===== src/rtl/chunk_builder.sv =====
// Byte-wise MD5 message block builder: collects up to MAX_LEN bytes,
// appends MD5 padding and length, and serves words to the round engine.
module chunk_builder #(
  parameter int MAX_LEN = 55
) (
  input  logic        clk,
  input  logic        reset_n,
  input  logic [7:0]  char_data,
  input  logic        char_valid,
  input  logic        char_last,
  output logic        char_ready,
  output logic        block_valid,
  input  logic        consume,
  input  logic [3:0]  gaddr,
  output logic [31:0] mdata,
  output logic [5:0]  msg_len,
  output logic        overflow
);

  localparam logic [1:0] IDLE  = 2'd0;
  localparam logic [1:0] LOAD  = 2'd1;
  localparam logic [1:0] PAD   = 2'd2;
  localparam logic [1:0] READY = 2'd3;

  localparam logic [5:0] MAX = 6'(MAX_LEN);

  logic [1:0]  state;
  logic [31:0] w [16];
  logic        take;
  logic        hit_max;
  logic [3:0]  widx;
  logic [4:0]  lane;

  assign char_ready  = (state == IDLE) || (state == LOAD);
  assign block_valid = (state == READY);
  assign take        = char_valid & char_ready;
  assign hit_max     = (msg_len + 6'd1) == MAX;
  assign widx        = msg_len[5:2];
  assign lane        = {msg_len[1:0], 3'b000};

  always_ff @(posedge clk or negedge reset_n) begin
    if (!reset_n) begin
      state    <= IDLE;
      mdata    <= '0;
      msg_len  <= '0;
      overflow <= 1'b0;
      for (int i = 0; i < 16; i++) begin
        w[i] <= '0;
      end
    end else begin
      mdata <= w[gaddr];
      case (state)
        IDLE, LOAD: begin
          if (take) begin
            w[widx][lane +: 8] <= char_data;
            msg_len <= msg_len + 6'd1;
            if (char_last) begin
              state <= PAD;
            end else if (hit_max) begin
              state    <= PAD;
              overflow <= 1'b1;
            end else begin
              state <= LOAD;
            end
          end
        end
        PAD: begin
          // 0x80 marker lands right after the last message byte
          w[widx][lane +: 8] <= 8'h80;
          w[14] <= {23'b0, msg_len, 3'b000};
          w[15] <= '0;
          state <= READY;
        end
        READY: begin
          if (consume) begin
            state    <= IDLE;
            msg_len  <= '0;
            overflow <= 1'b0;
            for (int i = 0; i < 16; i++) begin
              w[i] <= '0;
            end
          end
        end
        default: state <= IDLE;
      endcase
    end
  end

endmodule


===== config.mk =====
export PLATFORM = sky130hd
export DESIGN_NAME = chunk_builder
export DESIGN_NICKNAME = d
export VERILOG_FILES = /design/src/rtl/chunk_builder.sv
export SDC_FILE = /design/constraint.sdc
export NUM_CORES = 1
export LEC_CHECK = 0
export CAP_MARGIN = 30
export CELL_PAD_IN_SITES_DETAIL_PLACEMENT = 1
export CELL_PAD_IN_SITES_GLOBAL_PLACEMENT = 2
export CORE_MARGIN = 3
export CORE_UTILIZATION = 44
export CTS_BUF_LIST = sky130_fd_sc_hd__clkbuf_8 sky130_fd_sc_hd__clkbuf_16
export DETAILED_ROUTE_END_ITERATION = 7
export PLACE_DENSITY_LB_ADDON = 0.05
export SYNTH_ARGS = -nofsm -noshare
export SYNTH_HDL_FRONTEND = slang
export SYNTH_SLANG_ARGS = --single-unit

===== constraint.sdc =====
create_clock -name clk -period 2.95 [get_ports clk]
set_clock_uncertainty 0.05 [all_clocks]
set_input_delay 0.59 -clock clk [delete_from_list [all_inputs] [get_ports clk]]
set_output_delay 0.59 -clock clk [all_outputs]
set_load 0.05 [all_outputs]

==> results of run 1 <==
==> what timing repair did <==
action | CTS | global route
hold buffers | 1 | 0
hold endpoints to repair | 38 | 0
buffers inserted | 0 | 0
resized for setup | 0 | 2
setup endpoints to repair | 0 | 11
==> worst max-delay path: cells and delay by family, from the launching register on <==
kind | cells | cell delay, ns
buffers and inverters | 2 | 1.12
flip-flops | 1 | 0.48
==> power by group <==
part	switching (mW)	internal, mW	total, mW
clock network	3.20	4.85	8.06
registers	0.217	7.85	8.06
logic	4.20	1.74	5.94
==> worst paths after layout <==
kind,from,end,slack (ns),cells past startpoint
worst min-delay path,reset_n,asynchronous set/reset pin,0.44,2
worst max register to register,msg_len[3],w[52],0.13,4
max in group asynchronous,reset_n,asynchronous set/reset pin,1.45,3
worst min register to register,register,register,0.44,2
worst max-delay path,state[1],char_ready,0.09,2
min in group clk,register,register,0.44,2
==> metal layers <==
metal	global-route usage [%]	vias to the layer above	wire [um]	part of all wire, %
met5	0	-	0	0
met4	8.52	0	2550	2.8
met3	3.84	135	4510	5.0
met2	46.1	588	42800	47
met1	41.5	10800	40600	45
li1	-	8606	-	-
==> final cells by class <==
type	instances	area share (%)
clock inverter	33	1.12
tap	773	3.07
timing repair buffer	252	7.70
multi-input combinational	1454	38.3
clock buffer	78	5.60
sequential	553	44.0
inverter	17	0.203
==> cells by family after synthesis <==
logic type	after synthesis
flip-flops	553
AND/OR/NAND/NOR	573
XOR/XNOR	2
buffers and inverters	213
AO/OA/AOI/OAI	605
adder cells (fa/ha/maj)	7
multiplexers	267
==> placed cells by master (no fill, tap or decap), types with 7 or more instances in the layout <==
cell type and n:
and2_1 20, bufinv_16 8, clkbuf_8 17, and3_1 14, a221oi_1 11, nand4_2 8
buf_4 167, a311oi_2 10, o211ai_1 42, nor2_1 156, o21ai_0 172, mux4_2 160
a22o_1 96, a31oi_1 10, o2bb2ai_1 32, nor3_2 8, nand2b_1 7, o21ai_1 24
o31ai_1 11, nand4_1 15, clkdlybuf4s50_1 47, buf_12 32, clkbuf_16 61, nand2_1 173
a2bb2oi_1 89, ha_1 7, mux2i_1 101, a21oi_1 75, nand3_1 110, clkinv_2 12
inv_1 28, dfrtp_1 552
==> stage by stage <==
stage          instance area, um2  hold slack [ns]
3_3_place_gp                29300            0.416
6_report                    31500            0.436
3_5_place_dp                29300            0.424
4_1_cts                     31500            0.419
5_1_grt                     31500            0.447
2_1_floorplan               26800            0.244
==> impl_metrics.ini, run 1 <==
[timing]
timing.fmax_mhz = 350
rsz0062_at_grt = false
fin_tns_setup_ns = 0
drv_slew = 0
hold_viol = 0
setup_viol_count_final = 0
finalCritPeriodShare_pct = 96.8
period_minus_slack_ns = 2.86
setup_ws_ns = 0.0936
slew_headroom_pct = 28.4
worstMarginPinSlew_ns = 1.07

[critical_path]
path_max_fanout = 9
cp.arrival_ns = 2.22
critical_path_class = register to output port
start_kind = register
cp_cell_sequence = inv_2 > clkdlybuf4s50_1
endpoint_kind = output port
critPathMaxStageDelay_ns = 0.86
slowest_stage = clkdlybuf4s50_1
required_ns = 2.31

[die]
ioPinCount = 58
die_width_um = 253
num_rows = 89
initial_core_util_pct = 45.0
dieHeight_um = 253
die-area_um2 = 64000
core_area_um2 = 59700

[placed_design]
gp_congestion = 0.850
port_buffers = 57
dp.cells = 3048
place_ws_ns = 0.0576
hpwl_mm = 61.7

[cells_and_area]
drive_above_1_share_pct = 22.7
ff_latch_area_um2 = 13800
instances_no_fill = 3160
antenna_cells = 0
multiInputGateArea_um2 = 12100
final_core_util_pct = 52.7
syn_to_final_growth_pct = 17.2
nFillCells = 6052
nets = 2363

[synth]
netlist_instances = 2220
yosys.area_share.simple_pct = 11.0
netlist_area_um2 = 26800
syn_area_per_cell_um2 = 12.1
synth_compound_area_share_pct = 15.9
yosys.area.top_type = dfrtp_1
synth.most_common_cell = dfrtp_1
synth_area_leaders = dfrtp_1 52%, mux4_2 13%, mux2i_1 3.8%
ys_dominant_reg_cell = dfrtp_1
synth.area.mux_share_pct = 17.4
yosys.area_share.adder_pct = 0.326
ys_seq_area_share_pct = 51.5
synth_cell_types = 74
synth_top_family_by_area = multiplexers
synth_edf_count = 0
async_flop_share_pct = 100
ys_top_cells_by_count = 553 x dfrtp_1, 173 x nand2_1, 173 x o21ai_0
synth_xor_area_share_pct = 0.0652
syn-num-nets = 2244
synth_seq_cells = 553
synth_top_area_share_pct = 51.5
synth-warning-count = 0

[detailed_routing]
detail-route-antenna-nets = 0
first_pass_iters = 6
num_vias = 20100
wl_mm = 90.5
avgViaCountPerCell = 6.38
drc = 0
first_iter_violations = 1419
wl_per_cell_um = 28.6

[clocking]
cts.clk_slew.worst_paths_ns = 0.06
cts_root_buf = clkbuf_16
cts_max_level = 2
cts_tree = built
clock_path_buffers = 3
cts.sinks = 553
cts_buffers = 61
clkLatencyLatePin_ns = 0.62

[run_status]
status = complete, no violations

[grt]
grt_pass1_vias = 21600
grt_max_degree = 140
antenna_found_initial = 0
grt.overflow.total = 0
grt_pass1_wl_mm = 140
track_usage_pct = 28.8

[run]
max-cap-violations = 0

[power]
report.power.total_mw = 22.1
leakagePower_nw = 14.2
ir_worst_vdd_mv = 0.502
powerDensity_nw_per_um2 = 701

[worst_hold_path]
hold_path.class = input port to asynchronous set/reset pin
No activity file was read; power rests on OpenSTA's default activity.
==> run 2, diff against run 1 <==
Settings changed: CORE_ASPECT_RATIO set to 1.4.
==> run 2 against run 1 <==
Against the previous run:
- global-route usage decreased by 0.49 points
- total power decreased by 0.22%
- wire length decreased by 0.60%
- largest power group unchanged
- clock-buffer cell count decreased by 3
==> impl_metrics.ini, run 2 (synthesized netlist as in run 1, its figures left out) <==
[run_status]
status = complete, no violations

[die]
initial_core_util_pct = 44.7
die_width_um = 215
dieHeight_um = 298
ioPinCount = 58
die-area_um2 = 64100
core_area_um2 = 60100
num_rows = 106

[power]
p_sw_share_pct = 34.6
leakagePower_nw = 14.2
seq_power_share_pct = 36.7
cellInternalPower_mw = 14.4
pwr-share-comb_pct = 26.9
p_sw_mw = 7.63
ir_worst_vdd_mv = 0.496
p_clk_share_pct = 36.4
powerDensity_nw_per_um2 = 700

[timing]
slew_headroom_pct = 38.1
hold_viol = 0
rsz0062_at_grt = false
period_minus_slack_ns = 2.80
worstMarginPinSlew_ns = 0.929
setup_viol_count_final = 0
finalCritPeriodShare_pct = 94.9
timing.fmax_mhz = 357
fin_tns_setup_ns = 0
drv_slew = 0

[clocking]
post_cts_buffers = 0
cts.clk_slew.worst_paths_ns = 0.07
clkLatencyLatePin_ns = 0.63
clock_path_buffers = 3
cts_tree = built
cts.sinks = 553
cts_max_level = 2
cts_root_buf = clkbuf_16
cts_buffers = 57

[run]
max-cap-violations = 0

[cells_and_area]
drive_above_1_share_pct = 22.3
nFillCells = 6137
multiInputGateArea_um2 = 12100
syn_to_final_growth_pct = 17.1
layout_commonest_cell = dfrtp_1
final_cell_mix = 552 x dfrtp_1, 173 x nand2_1, 172 x o21ai_0, 160 x mux4_2, 156 x nor2_1
instances_no_fill = 3185
nets = 2349
ff_latch_area_um2 = 13800

[detailed_routing]
first_pass_iters = 5
first_iter_violations = 1408
wl_mm = 89.9
drc = 0
num_vias = 19900
detail-route-antenna-nets = 0
wl_per_cell_um = 28.2
avgViaCountPerCell = 6.25

[critical_path]
endpoint_kind = output port
start_kind = register
cp.arrival_ns = 2.16
path_max_fanout = 11
required_ns = 2.31
slowest_stage = dfrtp_2
r2r_cells = 7
worstReg2RegStart = msg_len[0]
critical_path_class = register to output port
reg2reg_slack_ns = 0.18
cp_cell_sequence = inv_2 > nor2_1 > buf_4 > buf_12
critPathMaxStageDelay_ns = 0.55

[grt]
use_met1_pct = 37.0
busiest_layer = met2
antenna_found_initial = 1
grt_max_degree = 116
grt_pass1_vias = 22000
grt.overflow.total = 0
grt_pass1_wl_mm = 141
grtUsageMet2_pct = 49.6
track_usage_pct = 28.3
use_met3_pct = 3.41

[placed_design]
port_buffers = 57
gp_congestion = 0.847
dp.cells = 3075
hpwl_mm = 62.1

[worst_hold_path]
min_path_cells = 1
hold_path.class = register to register
hold_path_end = w[13]
min_from = w[13]
run 2: worst max-delay path: cells and delay by family (launching register included):
kind / cells / cell delay [ns]
buffers and inverters: 3 / 0.63
DFF: 1 / 0.55
and+or+nand+nor: 1 / 0.35
run 2: power by group through the flow:
stage	registers, mW	clock network [mW]	logic, mW
after floorplan	8.25	0	3.32
after global placement	8.20	0	5.76
after detailed placement	8.21	0	5.87
after CTS	8.08	8.18	5.90
after global routing	8.10	8.52	6.30
final	8.08	8.02	5.92
run 2: timing repair:
action	in CTS	in global routing
hold buffers	1	0
gates resized for setup	0	2
endpoints found under the hold margin	41	0
endpoints found under the setup margin	0	16
run 2: per-layer routing:
metal,up-vias,share of wire (%),routed length (um)
met5,-,0,0
met3,142,3.9,3530
met4,0,3.0,2700
met2,470,51,46200
li1,8569,-,-
met1,10700,42,37500
run 2: area by class of cell:
cell class | count | area share [%]
clock inverter | 33 | 1.25
tap | 810 | 3.22
antenna | 1 | 0.00796
timing repair buffer | 242 | 7.58
clock buffer | 75 | 5.39
multi-input combinational | 1454 | 38.3
inverter | 17 | 0.203
sequential | 553 | 44.0
run 2: worst max path at each step:
stage | slack [ns] | depth (start not counted) | from | end
3_5_place_dp | 0.07 | 6 | char_valid | register
3_3_place_gp | 0.09 | 7 | char_valid | register
6_report | 0.15 | 4 | state[1] | block_valid
4_1_cts | 0.06 | 7 | msg_len[0] | register
5_1_grt | 0.009 | 7 | msg_len[0] | register
2_1_floorplan | 0.12 | 10 | msg_len[0] | register
run 2: metrics by stage:
stage	hold WS, ns	util (%)	cell area [um2]	setup slack, ns	power (mW)
4_1_cts	0.441	52.3	31400	0.0587	22.2
3_5_place_dp	0.419	48.8	29300	0.0682	14.1
5_1_grt	0.465	52.3	31400	0.00927	22.9
2_1_floorplan	0.244	-	26800	0.119	11.6
3_3_place_gp	0.416	48.8	29300	0.0937	14.0
6_report	0.436	52.3	31400	0.150	22.0
